==> config.mk <==
export PLATFORM = sky130hd
export DESIGN_NAME = fir_ctrl_flex
export DESIGN_NICKNAME = d
export VERILOG_FILES = /design/src/rtl/fir_ctrl_flex.sv
export SDC_FILE = /design/constraint.sdc
export NUM_CORES = 1
export LEC_CHECK = 0
export ABC_AREA = 1
export CAP_MARGIN = 40
export CORE_MARGIN = 5
export CORE_UTILIZATION = 40
export DETAILED_ROUTE_END_ITERATION = 16
export PLACE_DENSITY = 0.67
export SLEW_MARGIN = 0
export SYNTH_ARGS = -nofsm -noshare
export SYNTH_HDL_FRONTEND = slang
export SYNTH_SLANG_ARGS = --single-unit
==> constraint.sdc <==
create_clock -name iClk -period 1.3 [get_ports iClk]
set_input_delay 0.13 -clock iClk [delete_from_list [all_inputs] [get_ports iClk]]
set_output_delay 0.13 -clock iClk [all_outputs]
set_load 0.05 [all_outputs]
==> src/rtl/fir_ctrl_flex.sv <==
//------------------------------------------------------------------------------
// Module      : fir_ctrl_flex
// Description : Control sequencer for a multiplexed-MAC FIR filter. Per input
//               sample it issues a delay-chain shift, then TAPS accumulate
//               cycles with a tap index, then an output-valid pulse. It can also
//               run a coefficient-reload sweep of TAPS write strobes.
//               Optional feature macro: FIR_CTRL_OVERRUN_EN adds a sticky flag
//               that is set when a sample is offered while the block is busy.
// Revision    : 1.0 - initial release
//------------------------------------------------------------------------------
`default_nettype none

module fir_ctrl_flex #(
  parameter int TAPS  = 10,
  parameter int SEL_W = 4
) (
  input  logic             iClk,
  input  logic             iRsn,
  input  logic             iFirEn,
  input  logic             iInValid,
  input  logic             iUpdReq,
  input  logic             iClrErr,
  output logic             oInReady,
  output logic             oEnDelay,
  output logic             oMacClr,
  output logic             oMacEn,
  output logic [SEL_W-1:0] oTapSel,
  output logic             oCoefWrEn,
  output logic [SEL_W-1:0] oCoefAddr,
  output logic             oOutValid,
  output logic             oOverrun
);

  localparam logic [2:0] c_ST_IDLE  = 3'd0;
  localparam logic [2:0] c_ST_SHIFT = 3'd1;
  localparam logic [2:0] c_ST_MAC   = 3'd2;
  localparam logic [2:0] c_ST_DONE  = 3'd3;
  localparam logic [2:0] c_ST_UPD   = 3'd4;

  localparam logic [SEL_W-1:0] c_LAST = SEL_W'(TAPS - 1);

  logic [2:0]       state_q, state_d;
  logic [SEL_W-1:0] cnt_q, cnt_d;

  logic             en_delay_q, en_delay_d;
  logic             mac_clr_q, mac_clr_d;
  logic             mac_en_q, mac_en_d;
  logic [SEL_W-1:0] tap_sel_q, tap_sel_d;
  logic             coef_wr_q, coef_wr_d;
  logic [SEL_W-1:0] coef_addr_q, coef_addr_d;
  logic             out_valid_q, out_valid_d;

  // State and step counter register; reset returns to IDLE immediately.
  always_ff @(posedge iClk or negedge iRsn) begin
    if (!iRsn) begin
      state_q <= c_ST_IDLE;
      cnt_q   <= '0;
    end else begin
      state_q <= state_d;
      cnt_q   <= cnt_d;
    end
  end

  // Next-state logic; disabling the block aborts any sequence back to IDLE.
  always_comb begin
    state_d = state_q;
    cnt_d   = cnt_q;
    if (!iFirEn) begin
      state_d = c_ST_IDLE;
      cnt_d   = '0;
    end else begin
      case (state_q)
        c_ST_IDLE: begin
          cnt_d = '0;
          // A new sample takes priority over a pending reload request.
          if (iInValid) begin
            state_d = c_ST_SHIFT;
          end else if (iUpdReq) begin
            state_d = c_ST_UPD;
          end
        end
        c_ST_SHIFT: begin
          state_d = c_ST_MAC;
          cnt_d   = '0;
        end
        c_ST_MAC: begin
          if (cnt_q == c_LAST) begin
            state_d = c_ST_DONE;
            cnt_d   = '0;
          end else begin
            cnt_d = cnt_q + 1'b1;
          end
        end
        c_ST_DONE: begin
          state_d = c_ST_IDLE;
          cnt_d   = '0;
        end
        c_ST_UPD: begin
          if (cnt_q == c_LAST) begin
            state_d = c_ST_IDLE;
            cnt_d   = '0;
          end else begin
            cnt_d = cnt_q + 1'b1;
          end
        end
        default: begin
          state_d = c_ST_IDLE;
          cnt_d   = '0;
        end
      endcase
    end
  end

  // Output decode from the upcoming state so the strobes line up with it once registered.
  always_comb begin
    en_delay_d  = 1'b0;
    mac_clr_d   = 1'b0;
    mac_en_d    = 1'b0;
    tap_sel_d   = '0;
    coef_wr_d   = 1'b0;
    coef_addr_d = '0;
    out_valid_d = 1'b0;
    case (state_d)
      c_ST_SHIFT: begin
        en_delay_d = 1'b1;
        mac_clr_d  = 1'b1;
      end
      c_ST_MAC: begin
        mac_en_d  = 1'b1;
        tap_sel_d = cnt_d;
      end
      c_ST_DONE: begin
        out_valid_d = 1'b1;
      end
      c_ST_UPD: begin
        coef_wr_d   = 1'b1;
        coef_addr_d = cnt_d;
      end
      default: begin
        en_delay_d = 1'b0;
      end
    endcase
  end

  // Registered strobes and indices.
  always_ff @(posedge iClk or negedge iRsn) begin
    if (!iRsn) begin
      en_delay_q  <= 1'b0;
      mac_clr_q   <= 1'b0;
      mac_en_q    <= 1'b0;
      tap_sel_q   <= '0;
      coef_wr_q   <= 1'b0;
      coef_addr_q <= '0;
      out_valid_q <= 1'b0;
    end else begin
      en_delay_q  <= en_delay_d;
      mac_clr_q   <= mac_clr_d;
      mac_en_q    <= mac_en_d;
      tap_sel_q   <= tap_sel_d;
      coef_wr_q   <= coef_wr_d;
      coef_addr_q <= coef_addr_d;
      out_valid_q <= out_valid_d;
    end
  end

  assign oInReady  = (state_q == c_ST_IDLE);
  assign oEnDelay  = en_delay_q;
  assign oMacClr   = mac_clr_q;
  assign oMacEn    = mac_en_q;
  assign oTapSel   = tap_sel_q;
  assign oCoefWrEn = coef_wr_q;
  assign oCoefAddr = coef_addr_q;
  assign oOutValid = out_valid_q;

`ifdef FIR_CTRL_OVERRUN_EN
  logic ovr_q, ovr_d;

  // Sticky overrun: a sample offered while not ready sets it, and set beats clear.
  always_comb begin
    ovr_d = ovr_q;
    if (iInValid && !oInReady) begin
      ovr_d = 1'b1;
    end else if (iClrErr) begin
      ovr_d = 1'b0;
    end
  end

  // Overrun flag register.
  always_ff @(posedge iClk or negedge iRsn) begin
    if (!iRsn) begin
      ovr_q <= 1'b0;
    end else begin
      ovr_q <= ovr_d;
    end
  end

  assign oOverrun = ovr_q;
`else
  logic w_unused_clr;
  assign w_unused_clr = iClrErr;
  assign oOverrun     = 1'b0;
`endif

endmodule

`default_nettype wire

After elaboration in Yosys (flattened, before gate mapping)
Index checks and enable logic that the tools add are counted.
{"block": "classes", "n_addsub": 1, "mul": 0, "div_mod_pow": 0, "magnitude_cmp": 0, "n_eq_ne": 8, "shifts": 0, "muxes": 15, "bitwise": 0, "n_reduce_logical": 2}
{"op": "two-way mux 4 bit", "n": 5}
{"op": "two-way mux 3 bit", "n": 5}
{"op": "case mux 3 bit (4 select lines)", "n": 1}
{"op": "== test 3 x 2 -> 1 bit, second input constant", "n": 3}
{"op": "== test 3 x 1 -> 1 bit, second input constant", "n": 2}
{"op": "== test 3 bit, second input constant", "n": 2}
{"op": "adder 4 x 1 -> 4 bit, second input constant", "n": 1}
{"op": "== test 4 bit, second input constant", "n": 1}
{"op": "two-way mux 1 bit", "n": 4}
{"op": "logical NOT 3 bit", "n": 1}
{"op": "OR reduction 2 bit", "n": 1}
{"block": "totals", "ff_bits": 19, "latchBits": 0, "mem_bits_rw": 0, "rom_bits": 0, "out_inout_bits": 15, "memories": 0}

Depth between registers and ports, before layout
Gate-level depths: netlist of run 1.
{"block": "logic_depth", "word_depth": 6, "ltp_mapped": 9, "depth_no_buf": 9}

Worst setup path before layout of run 1
OpenSTA, ideal clock, no wires.
{"block": "synth_path", "kind": "register -> register", "start": "reg cnt_q[1]", "end": "reg coef_addr_q[2] (netlist: oCoefAddr[2])", "setup_ps": 119, "arrival_time_ps": 1048, "t_required_ps": 1181, "setup_slack_ps": 133, "path_stages_with_launch": 10, "n_path_buf": 0, "path_cell_list": "dfrtp_1 inv_1 ha_1 nand2_1 nor2_4 inv_1 nand2_1 nand2_1 nand2_2 nor2_1"}
{"block": "synth_between", "elab_chain_len": 6, "elab_cells_between_ends": 11}
{"item": "from (decl)", "line_no": "43", "rtl": "logic [SEL_W-1:0] cnt_q, cnt_d;"}
{"item": "from (signal assigned)", "line_no": "60", "rtl": "cnt_q <= cnt_d;"}
{"item": "== test 4 bit", "line_no": "87, 99"}
{"item": "two-way mux 3 bit (on tied branches)", "line_no": "99, 87"}
{"item": "case mux 3 bit (4 select lines)", "line_no": "72", "rtl": "case (state_q)"}
{"item": "two-way mux 3 bit", "line_no": "68", "rtl": "if (!iFirEn) begin"}
{"item": "== test 3 bit", "line_no": "123", "rtl": "case (state_d)"}
{"item": "two-way mux 4 bit (*)", "line_no": "123"}
{"item": "named net coef_addr_d[2]", "line_no": "50", "rtl": "logic [SEL_W-1:0] coef_addr_q, coef_addr_d;"}
{"item": "to (signal assigned)", "line_no": "161", "rtl": "coef_addr_q <= coef_addr_d;"}
{"item": "to (decl)", "line_no": "50"}
Mark *: on every way through the listed nets, which the timed path passes. The rest lies on a longest branch.

Worst setup path after layout of run 1
{"block": "layout_path", "start": "reg state_q[1]", "end": "out oInReady"}
{"block": "layout_between", "elab_chain_len": 1}
{"item": "from (decl)", "line_no": "42", "rtl": "logic [2:0] state_q, state_d;"}
{"item": "from (signal assigned)", "line_no": "56", "rtl": "state_q <= c_ST_IDLE;"}
{"item": "from (signal assigned)", "line_no": "59", "rtl": "state_q <= state_d;"}
{"item": "logical NOT 3 bit", "line_no": "166", "rtl": "assign oInReady = (state_q == c_ST_IDLE);"}
{"item": "to (decl)", "line_no": "23", "rtl": "output logic oInReady,"}
No other way between the ends.

==> reports/results.tsv, run 1 <==
metric	value	unit
status	finished clean	
worstSetupPathType	register to primary output	
core-area	1960	µm²
power.density	954	nW/µm²
timing.max_cap.violations	0	
post_drt_wl_per_cell	13.0	µm
power	1.26	mW
grt_pass1_wl	3010	µm
netlist_area	825	µm²
internal_power	863	µW
cts_tree	done	
gp_congestion	0.805	
num_antenna_cells	0	
synth_cell_type_count	17	
grt_pass1_vias	658	
rsz0062_at_grt	true	
ctsHtreeMaxLevel	1	
syn_nets	97	
finalSetupViolCount	0	
placed_cell_area	1190	µm²
seq_area_frac_synth	0.577	
setup_slack	0.00173	ns
hold_viol	0	
fin_crit_sh	0.999	
path_clk_slew	0.11	ns
dr_total_vias	668	
arrival	1.17	ns
startpoint_type	register	
place_ws	-0.0282	ns
switchingPower	394	µW
ys_warn_count	0	
ant_nets	0	
ff_latch_area	477	µm²
grt_max_degree	20	
leakagePower	0.696	nW
finalClockSkew	0.00335	ns
drt_wl_total	1880	µm
hold_path.class	input pin to async pin	
dp.final_hpwl	1280	µm
slew_viol_final	0	
cp-end-kind	primary output	
ir_drop	0.585	mV
cts_hold_buffers	0	
die_x	55.4	µm
postSynthAreaPerCell	9.26	µm²
viasPerCell	4.61	
p_seq_frac	0.503	
syn-instance-count	89	
clkPwrFrac	0.242	
finalCriticalPeriod	1.30	ns
clock_latency	0.31	ns
holdWs	0.143	ns
drive_above_1_share	0.415	
combPwrFrac	0.255	
drt-pass1-iter-count	4	
fin_setup_tns	0	ns
finalNetCount	127	
fmax	770	MHz
syn2layout_area_growth	59.9	%
final_area	1320	µm²
ys_ff_latch	19	
track_usage	0.131	
fillers	167	
start_util	0.420	
critPathMaxFanout	4	
p_sw_frac	0.314	
dieArea	3070	µm²
drcViolationCount	0	
clockRootBuffer	clkbuf_4	
grt_overflow	0	
utilization	0.672	
clock-sinks	19	
numPortBuffers	18	
io_pins	21	
dp.cells	135	
crit_required	1.17	ns
antenna_found_initial	0	
finalNonFillerCells	145	
clockBufferDepth	2	
multiInputGateArea	325	µm²
rows	16	
cts_buffers	3	
die_h	55.4	µm
drt_iter0_markers	10	
-- cell type report --
type | count | share of cell area
clock buffer | 3 | 0.0171
clock inverter | 1 | 0.00380
inverter | 18 | 0.0512
multi-input combinational | 50 | 0.247
sequential | 19 | 0.361
tap | 27 | 0.0256
timing repair buffer | 27 | 0.294
-- synth_stat cells --
master / count / share of area
nand4_1: 3 / 0.023
nand4_2: 1 / 0.015
a21oi_2: 1 / 0.011
nand2_1: 15 / 0.068
inv_1: 18 / 0.082
xor2_1: 1 / 0.011
o21ai_0: 1 / 0.0061
dfrtp_1: 19 / 0.58
nor2_4: 2 / 0.027
nand3_2: 1 / 0.012
nor2_1: 14 / 0.064
nand2_2: 2 / 0.015
a21oi_1: 1 / 0.0061
conb_1: 1 / 0.0045
buf_4: 2 / 0.018
ha_1: 2 / 0.030
nand3_1: 5 / 0.030
-- cells in the final DEF, fill, tap and decap left out, drive strengths merged --
cell type      Yosys  layout
a21oi              2       2
buf                2      23
clkbuf             0       3
clkdlybuf4s50      0       4
clkinv             0       1
conb               1       1
dfrtp             19      19
ha                 2       2
inv               18      18
nand2             17      17
nand3              6       6
nand4              4       4
nor2              16      16
o21ai              1       1
xor2               1       1
-- worst paths after layout --
check	slack (ns)	end	depth (start not counted)	startpoint
max	0.002	oInReady	4	state_q[1]
min	0.14	state_q[0]	2	iRsn
max reg2reg	0.01	oOutValid	8	cnt_q[1]
min reg2reg	0.68	oOutValid	2	state_q[0]
max in group asynchronous	0.94	state_q[1]	2	iRsn
min in group iClk	0.56	oMacClr	3	iFirEn
-- metal layers --
metal / vias to the layer above / global-route usage / routed length [µm]
li1: 323 / - / -
met4: 0 / 0.104 / 38
met1: 325 / 0.133 / 744
met3: 5 / 0.0326 / 83
met2: 15 / 0.226 / 1010
met5: - / 0 / 0
-- power groups by stage --
stage	clock network (mW)	registers [mW]	logic, mW
after floorplan	0	0.670	0.118
after global placement	0	0.645	0.265
after detailed placement	0	0.647	0.269
after CTS	0.309	0.632	0.290
after global routing	0.343	0.636	0.344
final	0.304	0.633	0.320
-- registers in the layout, indices dropped and copies added (netlist names) --
register / count
oTapSel: 4
oCoefWrEn: 1
oMacEn: 1
oCoefAddr: 4
state_q: 3
oMacClr: 1
oOutValid: 1
cnt_q: 4
-- what timing repair did --
action	CTS	global route
buffers inserted	4	2
setup endpoints to repair	11	16
pin swaps	4	7
gates resized for setup	5	14
-- logic make-up (layout without fill, tap and decap cells) --
logic type               count (synthesis)  after routing  synth area share
AO/OA/AOI/OAI                            3              3            0.0228
XOR/XNOR                                 1              1            0.0106
adder cells (fa/ha/maj)                  2              2            0.0303
buffers and inverters                   20             49             0.100
flip-flops                              19             19             0.577
other                                    1              1           0.00455
AND/OR/NAND/NOR                         43             43             0.255
-- critical path, stage by stage (launching register included) --
cell     delay (ns)
dfrtp_2        0.45
nor2_4         0.15
nand2_2        0.06
inv_2          0.06
buf_12         0.13
No activity file was read; power rests on OpenSTA's default activity.
==> run 2: changes to the inputs <==
--- a/config.mk
+++ b/config.mk
@@ -8,9 +8,10 @@
 export ABC_AREA = 1
 export CAP_MARGIN = 40
 export CORE_MARGIN = 5
-export CORE_UTILIZATION = 40
+export CORE_UTILIZATION = 46
 export DETAILED_ROUTE_END_ITERATION = 16
-export PLACE_DENSITY = 0.67
+export PLACE_DENSITY = 0.76
+export REMOVE_ABC_BUFFERS = 1
 export SLEW_MARGIN = 0
 export SYNTH_ARGS = -nofsm -noshare
 export SYNTH_HDL_FRONTEND = slang
==> reports/results.tsv, run 2 (same netlist as run 1, synthesis figures left out) <==
metric	value	unit	change
final_common_cell	dfrtp_1		
cts_tree	done		
r2r_slack	0.02	ns	about the same
drive_above_1_share	0.436		+0.0206
die_h	52.3	µm	-5.5%
numPortBuffers	18		unchanged
grt_pass1_wl	2930	µm	-2.8%
worstRegToRegCells	7		-1
cp_slowest_cell	dfrtp_2		
dieArea	2740	µm²	-11%
finalClockSkew	0.00180	ns	-0.00155 ns
r2r-end	oTapSel[0]		
crit_chain	ha_4 -> nand2_2 -> nor2_4 -> buf_4 -> nor2_4 -> nand3_2 -> nor2_2		
die_x	52.3	µm	-5.5%
antenna_found_initial	0		unchanged
path_clk_slew	0.11	ns	about the same
syn2layout_area_growth	59.3	%	
cp_common_cell	nor2_4		
final_area	1310	µm²	-0.38%
drt_wl_total	1910	µm	+1.8%
viasPerCell	4.61		+0.13%
ctsHtreeMaxLevel	1		unchanged
core-area	1710	µm²	-13%
grt_overflow	0		unchanged
worstSetupPathType	register to register		
finalSetupViolCount	0		unchanged
fin_crit_sh	0.986		-0.0123
gp_congestion	0.759		-5.7%
fmax	780	MHz	+1.3%
crit_path_max_incr_delay	0.47	ns	+0.02 ns
leakagePower	0.688	nW	-1.3%
status	finished clean		
placed_cell_area	1180	µm²	-0.21%
ant_nets	0		unchanged
cp-end-kind	register		
clock_latency	0.30	ns	about the same
grt_max_degree	20		unchanged
io_pins	21		unchanged
holdWs	0.145	ns	+0.00173 ns
rows	15		-1
startpoint_type	register		
rsz0062_at_grt	true		
num_antenna_cells	0		unchanged
crit_required	1.54	ns	+0.37 ns
dp.final_hpwl	1320	µm	+3.7%
cts_buffers	3		unchanged
dr_total_vias	655		-1.9%
grt_pass1_vias	682		+3.6%
track_usage	0.151		+0.0195
critPathMaxFanout	5		+1
clockBufferDepth	2		unchanged
power.density	950	nW/µm²	-0.36%
arrival	1.52	ns	+0.35 ns
finalCriticalPeriod	1.28	ns	-0.0160 ns
slew_viol_final	0		unchanged
drt_iter0_markers	14		+4
finalNetCount	126		-0.79%
r2r_start	cnt_q[0]		
hold_path.class	input pin to async pin		
ir_drop	0.797	mV	+36%
hold_viol	0		unchanged
layout_common_cells	dfrtp_1, inv_1, buf_12, nand2_1, nor2_1		
cts_hold_buffers	0		unchanged
clock-sinks	19		unchanged
clockRootBuffer	clkbuf_4		
drcViolationCount	0		unchanged
fin_setup_tns	0	ns	unchanged
drt-pass1-iter-count	4		unchanged
start_util	0.483		+0.0625
timing.max_cap.violations	0		unchanged
post_drt_wl_per_cell	13.5	µm	+3.9%
run 2: changes by cell type in the layout (fill, tap and decap cells not counted), moves of 2 or more:
cell / previous run / this run
nand3_2: 2 / 4
nand2_1: 11 / 13
dfrtp_1: 18 / 16
nor2_1: 11 / 9
nand3_1: 4 / 2
dfrtp_2: 1 / 3
run 2: per-layer routing:
metal | up-vias | track usage | share of wire
met2 | 21 | 0.269 | 0.58
met4 | 0 | 0.0894 | 0.020
met3 | 6 | 0.0342 | 0.041
met1 | 309 | 0.159 | 0.36
met5 | - | 0 | 0
li1 | 319 | - | -
run 2: metrics by stage:
| step | worst slack (ns) | utilization | total power [mW] | instances |
|---|---|---|---|---|
| final | 0.0178 | 0.769 | 1.25 | 142 |
| after floorplan | 0.133 | - | 0.781 | 87 |
| after global placement | 0.0616 | 0.693 | 0.909 | 133 |
| after detailed placement | 0.000666 | 0.693 | 0.914 | 133 |
| after global routing | -0.0403 | 0.769 | 1.29 | 142 |
| after CTS | -0.00677 | 0.729 | 1.22 | 139 |
run 2: how the worst max path moves through the flow:
| stage | slack [ns] | cells after the start | startpoint | end |
|---|---|---|---|---|
| final | 0.02 | 7 | cnt_q[0] | oTapSel[0] |
| after global routing | -0.04 | 7 | cnt_q[0] | oTapSel[0] |
| after CTS | -0.007 | 4 | state_q[1] | oInReady |
| after detailed placement | 0.0007 | 6 | cnt_q[0] | oTapSel[0] |
| after global placement | 0.06 | 8 | cnt_q[0] | oCoefAddr[2] |
| after floorplan | 0.13 | 9 | cnt_q[1] | oCoefAddr[2] |
run 2: area by class of cell:
class                   instances  area [µm²]
flip-flops and latches         19         479
well taps                      25        31.3
repair buffers                 26         380
clock inverters                 1        5.00
fillers                       106         394
clock buffers                   3        22.5
inverters                      18        67.6
multi-input cells              50         328
run 2: timing repair:
| action | 4_1_cts | 5_1_grt |
|---|---|---|
| endpoints found under the setup margin | 5 | 19 |
| resized for setup | 7 | 14 |
| buffers inserted | 2 | 3 |
| pin swaps | 6 | 9 |
| hold endpoints to repair | 0 | 0 |
run 2: report_power, final:
part           total (mW)  internal, mW  switching, mW
registers           0.638         0.611         0.0265
clock network       0.304         0.115          0.189
logic               0.306         0.131          0.176
run 2: worst max-delay path, delay by kind of cell, from the launching register on:
family,cells,cell delay (ns)
adder cells (fa/ha/maj),1,0.17
flip-flops,1,0.47
AND/OR/NAND/NOR,5,0.43
buffers and inverters,1,0.15
